## config.mk

```make
export PLATFORM = sky130hd
export DESIGN_NAME = ula_exec
export DESIGN_NICKNAME = d
export VERILOG_FILES = /design/src/rtl/ula_exec.sv
export SDC_FILE = /design/constraint.sdc
export NUM_CORES = 1
export LEC_CHECK = 0
export CORE_MARGIN = 5
export CORE_UTILIZATION = 51
export CTS_CLUSTER_SIZE = 14
export DETAILED_ROUTE_END_ITERATION = 10
export GPL_TIMING_DRIVEN = 0
export PLACE_DENSITY = 0.85
export SLEW_MARGIN = 15
export SYNTH_ARGS = -nofsm -noshare
export SYNTH_HDL_FRONTEND = slang
export SYNTH_SLANG_ARGS = --single-unit
```

## constraint.sdc

```tcl
create_clock -name clk -period 5.2 [get_ports clk]
set_clock_uncertainty 0.15 [all_clocks]
set_input_delay 0.52 -clock clk [delete_from_list [all_inputs] [get_ports clk]]
set_output_delay 0.52 -clock clk [all_outputs]
set_load 0.02 [all_outputs]
```

## src/rtl/ula_exec.sv

```systemverilog
// Registered ALU execution stage with NZCV flags and valid/ready handshakes.
// Conditional execution is compiled in when ULA_EXEC_COND_EN is defined.
module ula_exec #(
  parameter int unsigned ULA_BITS = 4
) (
  input  logic                clk,
  input  logic                reset_n,
  input  logic                in_valid,
  output logic                in_ready,
  input  logic [ULA_BITS-1:0] a,
  input  logic [ULA_BITS-1:0] b,
  input  logic [1:0]          ALUControl,
  input  logic [2:0]          cond,
  input  logic                flags_clr,
  output logic                out_valid,
  input  logic                out_ready,
  output logic [ULA_BITS-1:0] result,
  output logic                zero,
  output logic                carry,
  output logic                overflow,
  output logic                negative,
  output logic                executed
);

  localparam logic [1:0] S_IDLE = 2'd0;
  localparam logic [1:0] S_EXEC = 2'd1;
  localparam logic [1:0] S_DONE = 2'd2;

  localparam logic [1:0] OP_ADD = 2'b00;
  localparam logic [1:0] OP_SUB = 2'b01;
  localparam logic [1:0] OP_AND = 2'b10;

  logic [1:0]          r_state;
  logic [ULA_BITS-1:0] r_a;
  logic [ULA_BITS-1:0] r_b;
  logic [1:0]          r_op;
  logic [ULA_BITS-1:0] r_result;
  logic                r_z;
  logic                r_c;
  logic                r_v;
  logic                r_n;
  logic                r_executed;

  logic [ULA_BITS-1:0] w_b_eff;
  logic [ULA_BITS:0]   w_sum;
  logic [ULA_BITS-1:0] w_alu;
  logic                w_c;
  logic                w_v;
  logic                w_pass;

  // Subtraction reuses the adder: a + ~b + 1.
  always_comb begin
    w_b_eff = (r_op == OP_SUB) ? ~r_b : r_b;
    w_sum   = {1'b0, r_a} + {1'b0, w_b_eff} + {{ULA_BITS{1'b0}}, (r_op == OP_SUB)};
    w_alu   = w_sum[ULA_BITS-1:0];
    w_c     = 1'b0;
    w_v     = 1'b0;
    if ((r_op == OP_ADD) || (r_op == OP_SUB)) begin
      w_c = w_sum[ULA_BITS];
      w_v = (r_a[ULA_BITS-1] == w_b_eff[ULA_BITS-1]) &&
            (w_sum[ULA_BITS-1] != r_a[ULA_BITS-1]);
    end else if (r_op == OP_AND) begin
      w_alu = r_a & r_b;
    end else begin
      w_alu = r_a | r_b;
    end
  end

`ifdef ULA_EXEC_COND_EN
  logic [2:0] r_cond;

  // Condition is tested against the flags held before this operation commits.
  always_comb begin
    w_pass = 1'b1;
    case (r_cond)
      3'b000:  w_pass = 1'b1;
      3'b001:  w_pass = r_z;
      3'b010:  w_pass = ~r_z;
      3'b011:  w_pass = r_c;
      3'b100:  w_pass = ~r_c;
      3'b101:  w_pass = r_c & ~r_z;
      3'b110:  w_pass = ~r_c | r_z;
      default: w_pass = r_n;
    endcase
  end

  always_ff @(posedge clk or negedge reset_n) begin
    if (!reset_n) begin
      r_cond <= 3'b000;
    end else if ((r_state == S_IDLE) && in_valid) begin
      r_cond <= cond;
    end
  end
`else
  logic w_unused_cond;

  assign w_unused_cond = ^cond;
  assign w_pass        = 1'b1;
`endif

  always_ff @(posedge clk or negedge reset_n) begin
    if (!reset_n) begin
      r_state    <= S_IDLE;
      r_a        <= '0;
      r_b        <= '0;
      r_op       <= 2'b00;
      r_result   <= '0;
      r_z        <= 1'b0;
      r_c        <= 1'b0;
      r_v        <= 1'b0;
      r_n        <= 1'b0;
      r_executed <= 1'b0;
    end else begin
      case (r_state)
        S_IDLE: begin
          if (in_valid) begin
            r_a     <= a;
            r_b     <= b;
            r_op    <= ALUControl;
            r_state <= S_EXEC;
          end
        end
        S_EXEC: begin
          r_state    <= S_DONE;
          r_executed <= w_pass;
          if (w_pass) begin
            r_result <= w_alu;
            r_z      <= (w_alu == '0);
            r_c      <= w_c;
            r_v      <= w_v;
            r_n      <= w_alu[ULA_BITS-1];
          end
        end
        S_DONE: begin
          if (out_ready) r_state <= S_IDLE;
        end
        default: r_state <= S_IDLE;
      endcase
      // Clear overrides a coincident commit; the result itself still commits.
      if (flags_clr) begin
        r_z <= 1'b0;
        r_c <= 1'b0;
        r_v <= 1'b0;
        r_n <= 1'b0;
      end
    end
  end

  assign in_ready  = (r_state == S_IDLE);
  assign out_valid = (r_state == S_DONE);
  assign result    = r_result;
  assign zero      = r_z;
  assign carry     = r_c;
  assign overflow  = r_v;
  assign negative  = r_n;
  assign executed  = r_executed;

endmodule
```

; ---- Word level (Yosys, flattened, before mapping)
; Index checks and enable logic that the tools add are counted.
[word_totals]
reg_bits = 21
output_inout_bits = 11
wordCells = 47
[op_classes]
addsub = 2
eq_ne = 8
n_mux = 16
n_bitwise = 3
n_reduce_logical = 8
[ops]
columns = operator, n
row1 = $mux 4, 3
row2 = $mux 1, 10
row3 = $pmux 2 s3, 1
row4 = $add 4x4->5, 1
row5 = $add 5x1->5, 1
row6 = $and 4x4->4, 1
row7 = $eq 2x1->1 const B, 2
row8 = $eq 2x2->1 const B, 2
row9 = $logic_not 2->1, 2
row10 = $logic_not 4->1, 1
row11 = $mux 2, 2
row12 = $not 4->4, 1
row13 = $or 4x4->4, 1
row14 = $reduce_and 2->1, 2
row15 = $ne 2x1->1 const B, 1
row16 = $ne 2x2->1 const B, 1
row17 = $reduce_bool 2->1, 1
row18 = $eq 1x1->1, 1
row19 = $logic_and 1x1->1, 1
row20 = $logic_or 1x1->1, 1
row21 = $ne 1x1->1, 1

; ---- Logic depth before layout (Yosys ltp)
; Gate-level depths: netlist (run 1).
[depth]
word_depth = 9
mapped_depth = 11
depth_no_buf = 10

; ---- Worst setup path before layout (run 1)
; No wires, ideal clock.
[synth_timing]
path_type = reg-to-reg
startpoint = register r_op[1]
endpoint = register r_z (netlist: zero)
t_arrival_ps = 2136
slack_ps = 2848
path_stages_with_launch = 10
n_path_buf = 1
cell_sequence = dfrtp_1 -> clkbuf_2 -> inv_1 -> nand2_1 -> xnor2_1 -> ha_1 -> a21o_2 -> or3_1 -> a31oi_2 -> a41o_1
[synth_via]
elab_chain_len = 8
word_cells_on_any_way = 12
cone_classes = 2 x add/sub / 2 x eq/ne / 5 x mux / 3 x reduce/logical
[synth_lines]
columns = element, line_no
row1 = start: declaration, 36  ; logic [1:0] r_op;
row2 = start signal: assignment, 119  ; r_op <= ALUControl;
row3 = $eq 2x1->1, "53, 54, 58"
row4 = $mux 4, 53  ; w_b_eff = (r_op == OP_SUB) ? ~r_b : r_b;
row5 = $add 4x4->5, 54  ; w_sum = {1'b0, r_a} + {1'b0, w_b_eff} + {{ULA_BITS{1'b0}}, (r_op == OP_SUB)};
row6 = $add 5x1->5, 54
row7 = $mux 4 *, 58  ; if ((r_op == OP_ADD) || (r_op == OP_SUB)) begin
row8 = $logic_not 4->1 *, 128  ; r_z <= (w_alu == '0);
row9 = $mux 1 *, 114  ; case (r_state)
row10 = $mux 1 *, 140  ; if (flags_clr) begin
row11 = end signal: assignment, 128
row12 = end: declaration, 38  ; logic r_z;
; Every way passes the cells marked *; elsewhere a longest branch is shown, timed or not. The select of a mux whose other input is x is not followed.
; A chain may end at the register's enable or synchronous reset.

; ---- Worst setup path in the final report (run 1)
; Same ends and word-level chain as after synthesis.

==> results.cfg, run 1 <==
[outcome]
outcome = finished, final reports clean

[route]
ant_nets = 0
initialDrtViolationCount = 14
route.final.wire_length_um = 2171
route.vias.total = 891
detail_route.first_pass.iterations = 5
drc_violation_count_after_routing = 0
routed_wire_length_per_instance_um = 13.08
routed_vias_inst = 5.367

[floorplan]
floorplan.die_area_mm2 = 0.003209
initial_util = 0.5489
placement_rows = 16
dieWidth_um = 56.65
coreArea_mm2 = 0.002022
y_dimension_of_the_die_um = 56.65
io_pins = 29

[place]
placement.setup.worst_slack_ns = 2.549
post_dp_cell_area_mm2 = 0.001394
post-dp-hpwl_um = 1786
place.port_buffers = 25
place_congestion = 0.8402

[power_and_ir_drop]
static-leakage-power_uw = 0.0006326
sequential_fraction_of_design_power = 0.310
power_density_mw_per_mm2 = 667.3
p_int_uw = 536.7
sw_frac_of_total = 0.4342
share_comb_of_total_power = 0.611
proportion_of_power_drawn_by_the_clock_network = 0.079
p_sw_uw = 411.8
ir_worst_vdd_v = 0.0003552
total_power_uw = 948.5

[layout]
final_net_count = 165
final_layout_size_suffix_gt1_frac = 0.1151
flow.area_growth_from_synthesis_pct = 28.07
layout.cell_area.non_filler_mm2 = 0.001421
filler_cell_count = 162
diodes = 0

[min_path]
min-delay-path-class = reg2reg
hold_path_depth = 1
hold_path_startpoint = executed
worst_hold_path.endpoint = executed

[clock_tree]
cts_buffer_depth = 2
clkSinkCount = 21
clock_tree_from_tritoncts = done
clk_latency_ns = 0.30
cts_post_setup_buffers_inserted = 0
ctsHtreeMaxLevel = 1
cts-root-buf = clkbuf_4
clock_buffer_count_from_cts = 3
cts.repair.resized = 0
cts_hold_buf = 0
cts.clk_slew.worst_paths_ns = 0.11

[timing]
max-slew-margin-rel = 0.4004
maxClockFrequency_mhz = 373.2
setup_viol = 0
hold_violations = 0
worst_hold_slack_ns = 0.3276
rsz0062_at_grt = false
fin_setup_tns_ns = 0
timing.final.ws_setup_ns = 2.521
fin_crit_ns = 2.679
worst-slew-pin-transition_ns = 0.8966
pins_over_their_slew_limit = 0
final_cycle_utilization_of_the_critical_path = 0.5153

[synth]
synth_area_leader_cell = dfrtp_1
synth_area_leaders = dfrtp_1, mux2_2, ha_1
synth-edff-count = 0
syn_area_mm2 = 0.001110
synth.yosys.warnings = 0
syn_inst = 110
synth_async_sr_flop_share = 1.000
synth.top_cell.area_share = 0.4735
avgSynthCellArea_um2 = 10.09
number_of_nets_produced_by_synthesis = 135
yosysUniqueCellTypes = 29
synth-seq-area-share = 0.4735
synth-seq-cells = 21
synth-main-ff-cell = dfrtp_1

[job]
drv_cap = 0

[global_routing]
number_of_antenna_violations_at_the_first_check_in_global_routing = 0
first_global_vias = 847
grt_first_pass_wirelength_um = 3567
overflow = 0
grt_max_degree = 22
grt_util_all_layers = 0.1442

[worst_setup_path]
regToRegEndpoint = zero
setup.reg_to_reg.worst_slack_ns = 2.52
critPathArrivalTime_ns = 2.78
critPathLaunch = r_op[1]
worst-endpoint-required_ns = 5.30
timing.critical_path.from_type = flip-flop
timing.critical_path.to_type = flip-flop
r2r_cells = 9
setup.worst_path.class = reg2reg
path_max_fanout = 8
worst_reg2reg_path_startpoint = r_op[1]
cell usage in the layout (no fill, tap or decap), types with 2 or more instances in the layout:
master / instances
a21oi_1: 4
nand2_1: 12
dfrtp_1: 21
clkbuf_1: 2
and2_1: 2
nand2b_1: 3
inv_1: 8
mux2_2: 7
ha_1: 6
xnor2_1: 4
nor3b_1: 2
clkdlybuf4s50_1: 25
nor2b_1: 2
a211oi_1: 2
nor2_1: 6
o21ai_0: 15
clkbuf_4: 3
registers in the layout, indices dropped and copies added, names as in the netlist:
register  count
carry         1
executed      1
negative      1
overflow      1
r_a           4
r_b           4
r_op          2
r_state       2
result        4
zero          1
stage by stage:
stage,util,cells
after floorplan,-,110
after global placement,0.6894,162
after detailed placement,0.6894,162
after CTS,0.7030,166
after global routing,0.7030,166
final,0.7030,166
worst max-delay path: stages (launching register included):
cell	delay, ns
dfrtp_1	0.38
clkbuf_2	0.16
inv_1	0.20
nand2_1	0.17
xnor2_1	0.25
ha_1	0.31
a21o_2	0.22
or3_1	0.35
a31oi_2	0.23
a41o_1	0.19
layout make-up:
| class | count | area (um2) | share of cell area |
|---|---|---|---|
| inverters | 8 | 30.03 | 0.02113 |
| flip-flops and latches | 21 | 525.5 | 0.3697 |
| plain buffers | 4 | 17.52 | 0.01232 |
| multi-input cells | 77 | 536.8 | 0.3776 |
| clock inverters | 1 | 5.005 | 0.003521 |
| repair buffers | 25 | 250.2 | 0.1761 |
| well taps | 27 | 33.78 | 0.02377 |
| clock buffers | 3 | 22.52 | 0.01585 |
how the worst max path moves through the flow:
stage / endpoint / slack [ns] / cells past startpoint
global placement: zero / 2.66 / 9
detailed placement: zero / 2.55 / 9
global route: zero / 2.40 / 9
floorplan: zero / 2.85 / 9
finish: zero / 2.52 / 9
CTS: zero / 2.53 / 9
power groups by stage:
stage | Sequential [uW] | Combinational [uW] | Clock, uW
floorplan | 311 | 385 | 0
global placement | 291 | 549 | 0
detailed placement | 298 | 584 | 0
CTS | 294 | 583 | 79.4
global route | 303 | 634 | 85.3
finish | 294 | 579 | 74.8
cells by family (layout without fill, tap and decap cells):
family          count (synthesis)  count (layout)  share of synthesized area
flops                          21              21                     0.4735
buf+inv                        12              41                    0.04284
compound gates                 25              25                     0.1364
xor+xnor                        4               4                    0.03156
mux                             8               8                    0.08005
fa+ha+maj                       8               8                    0.09470
simple gates                   32              32                     0.1409
cells in the mapped netlist (2+ instances only):
cell type / instances
mux2_2: 7
nand2b_1: 3
nand2_1: 12
and2_1: 2
nor2b_1: 2
ha_1: 6
a211oi_1: 2
nor2_1: 6
clkbuf_1: 2
dfrtp_1: 21
inv_1: 8
a21oi_1: 4
xnor2_1: 4
o21ai_0: 15
nor3b_1: 2
per-layer routing:
metal,global-route usage,vias up,part of all wire
met1,0.1527,423,0.41
met3,0.02523,5,0.058
met2,0.2607,27,0.51
li1,-,436,-
met4,0.08814,0,0.017
met5,0,-,0
Note: power is estimated with default switching activity, not from simulation.
==> inputs of run 2 (changes only) <==
- CORE_UTILIZATION: 51 -> 47
- PLACE_DENSITY: 0.85 -> 0.8
- clock period: 5.2 -> 2.73 ns (I/O delays scaled with it)
==> results.cfg, run 2 (synthesized netlist as in run 1, its figures left out) <==
[layout]
diodes = 0
final_net_count = 165
filler_cell_count = 203
final_layout_size_suffix_gt1_frac = 0.1151
post_layout_nonfiller_instances = 167
flow.area_growth_from_synthesis_pct = 28.07
final_common_cell = clkdlybuf4s50_1
layout_common_cells = clkdlybuf4s50_1, dfrtp_1, o21ai_0

[floorplan]
dieWidth_um = 58.60
y_dimension_of_the_die_um = 58.60
io_pins = 29
coreArea_mm2 = 0.002233
floorplan.die_area_mm2 = 0.003433
initial_util = 0.4969
placement_rows = 17

[timing]
setup_viol = 0
fin_setup_tns_ns = 0
worst_hold_slack_ns = 0.3218
max-slew-margin-rel = 0.3894
hold_violations = 0
final_cycle_utilization_of_the_critical_path = 0.9303
maxClockFrequency_mhz = 393.7
worst-slew-pin-transition_ns = 0.9130
pins_over_their_slew_limit = 0
fin_crit_ns = 2.540
rsz0062_at_grt = false

[route]
detail_route.first_pass.iterations = 4
initialDrtViolationCount = 11
routed_wire_length_per_instance_um = 13.22
route.final.wire_length_um = 2208
drc_violation_count_after_routing = 0
routed_vias_inst = 5.198
ant_nets = 0
route.vias.total = 868

[global_routing]
number_of_antenna_violations_at_the_first_check_in_global_routing = 0
grt_max_degree = 22
overflow = 0
first_global_vias = 892
grt_util_all_layers = 0.1472
grt_first_pass_wirelength_um = 3877

[worst_setup_path]
setup.worst_path.class = reg2reg
worst_reg2reg_path_startpoint = r_op[1]
worst-endpoint-required_ns = 2.76
cp_top_family = compound AO/OA/AOI/OAI gates
path_max_fanout = 8
critPathBufInv = 2
r2r_cells = 9
crit_path_top_delay_cell = dfrtp_1
crit_chain = clkbuf_2 -> inv_2 -> nand2_1 -> xnor2_1 -> ha_1 -> a21o_2 -> or3_1 -> a31oi_2 -> o21ai_0
timing.critical_path.from_type = flip-flop
timing.critical_path.to_type = flip-flop
critPathArrivalTime_ns = 2.57
slowest_delay_ns = 0.38
cp_num_cells = 9
critPathLaunch = r_op[1]

[clock_tree]
clkSinkCount = 21
cts.clk_slew.worst_paths_ns = 0.11
cts_hold_buf = 0
clk_latency_ns = 0.30
clock_buffer_count_from_cts = 3
ctsHtreeMaxLevel = 1
cts_buffer_depth = 2
clock_tree_from_tritoncts = done
cts-root-buf = clkbuf_4

[outcome]
outcome = finished, final reports clean

[power_and_ir_drop]
proportion_of_power_drawn_by_the_clock_network = 0.081
share_comb_of_total_power = 0.608
power_density_mw_per_mm2 = 1261
p_int_uw = 1020
sequential_fraction_of_design_power = 0.311
p_sw_uw = 772.2
ir_worst_vdd_v = 0.0006956
static-leakage-power_uw = 0.0006292
sw_frac_of_total = 0.4309

[place]
post-dp-hpwl_um = 1810
place_congestion = 0.8285
place.port_buffers = 25
dp.cells = 163

[min_path]
min-delay-path-class = in2async

[job]
drv_cap = 0
## run 2: area by class of cell
cell class                 instances  area (um2)  area share
timing repair buffer              25       250.2      0.1761
tap                               28       35.03     0.02465
sequential                        21       525.5      0.3697
inverter                           8       30.03     0.02113
multi-input combinational         77       536.8      0.3776
clock buffer                       4       26.28     0.01849
buffer                             4       17.52     0.01232
## run 2: through the flow
step           area, um2  worst slack (ns)  power, uW  utilization
2_1_floorplan       1110            0.3778       1326            -
3_3_place_gp        1395            0.1782       1604       0.6247
3_5_place_dp        1395            0.1072       1665       0.6247
4_1_cts             1421           0.09521       1810       0.6364
5_1_grt             1421           0.01841       1967       0.6364
6_report            1421            0.1902       1792       0.6364
## run 2: worst register-to-register path, delay by kind of cell (launching register included)
family / cells / cell delay (ns)
fa+ha+maj: 1 / 0.30
xor+xnor: 1 / 0.24
flops: 1 / 0.38
compound gates: 3 / 0.55
simple gates: 2 / 0.50
buf+inv: 2 / 0.31
## run 2: power by group through the flow
stage	combinational, uW	clock [uW]	sequential [uW]
floorplan	734	0	592
global placement	1050	0	555
detailed placement	1100	0	565
CTS	1100	150	558
global route	1220	169	579
finish	1090	145	557
## run 2: worst paths after layout
path / end / slack (ns)
min in group clk: executed / 0.33
min reg2reg: executed / 0.33
min: result[2] / 0.32
max: result[3] / 0.19
max in group asynchronous: r_a[3] / 1.55
max reg2reg: result[3] / 0.19
## run 2: layer usage
metal | part of all wire | up-vias | global-route usage
met2 | 0.51 | 22 | 0.2743
met3 | 0.061 | 5 | 0.02851
li1 | - | 431 | -
met4 | 0.017 | 0 | 0.05825
met1 | 0.41 | 410 | 0.1628
met5 | 0 | - | 0
## run 2: timing repair
| action | 4_1_cts | 5_1_grt |
|---|---|---|
| gates resized for setup | 0 | 1 |
| buffers inserted | 0 | 0 |
| endpoints found under the setup margin | 0 | 3 |
==> inputs of run 3 (changes only) <==
- SKIP_LAST_GASP: default -> 1
- SLEW_MARGIN: 15 -> 0
==> results of run 3 <==
Final layout, timing and power as in run 2 (identical DEF).
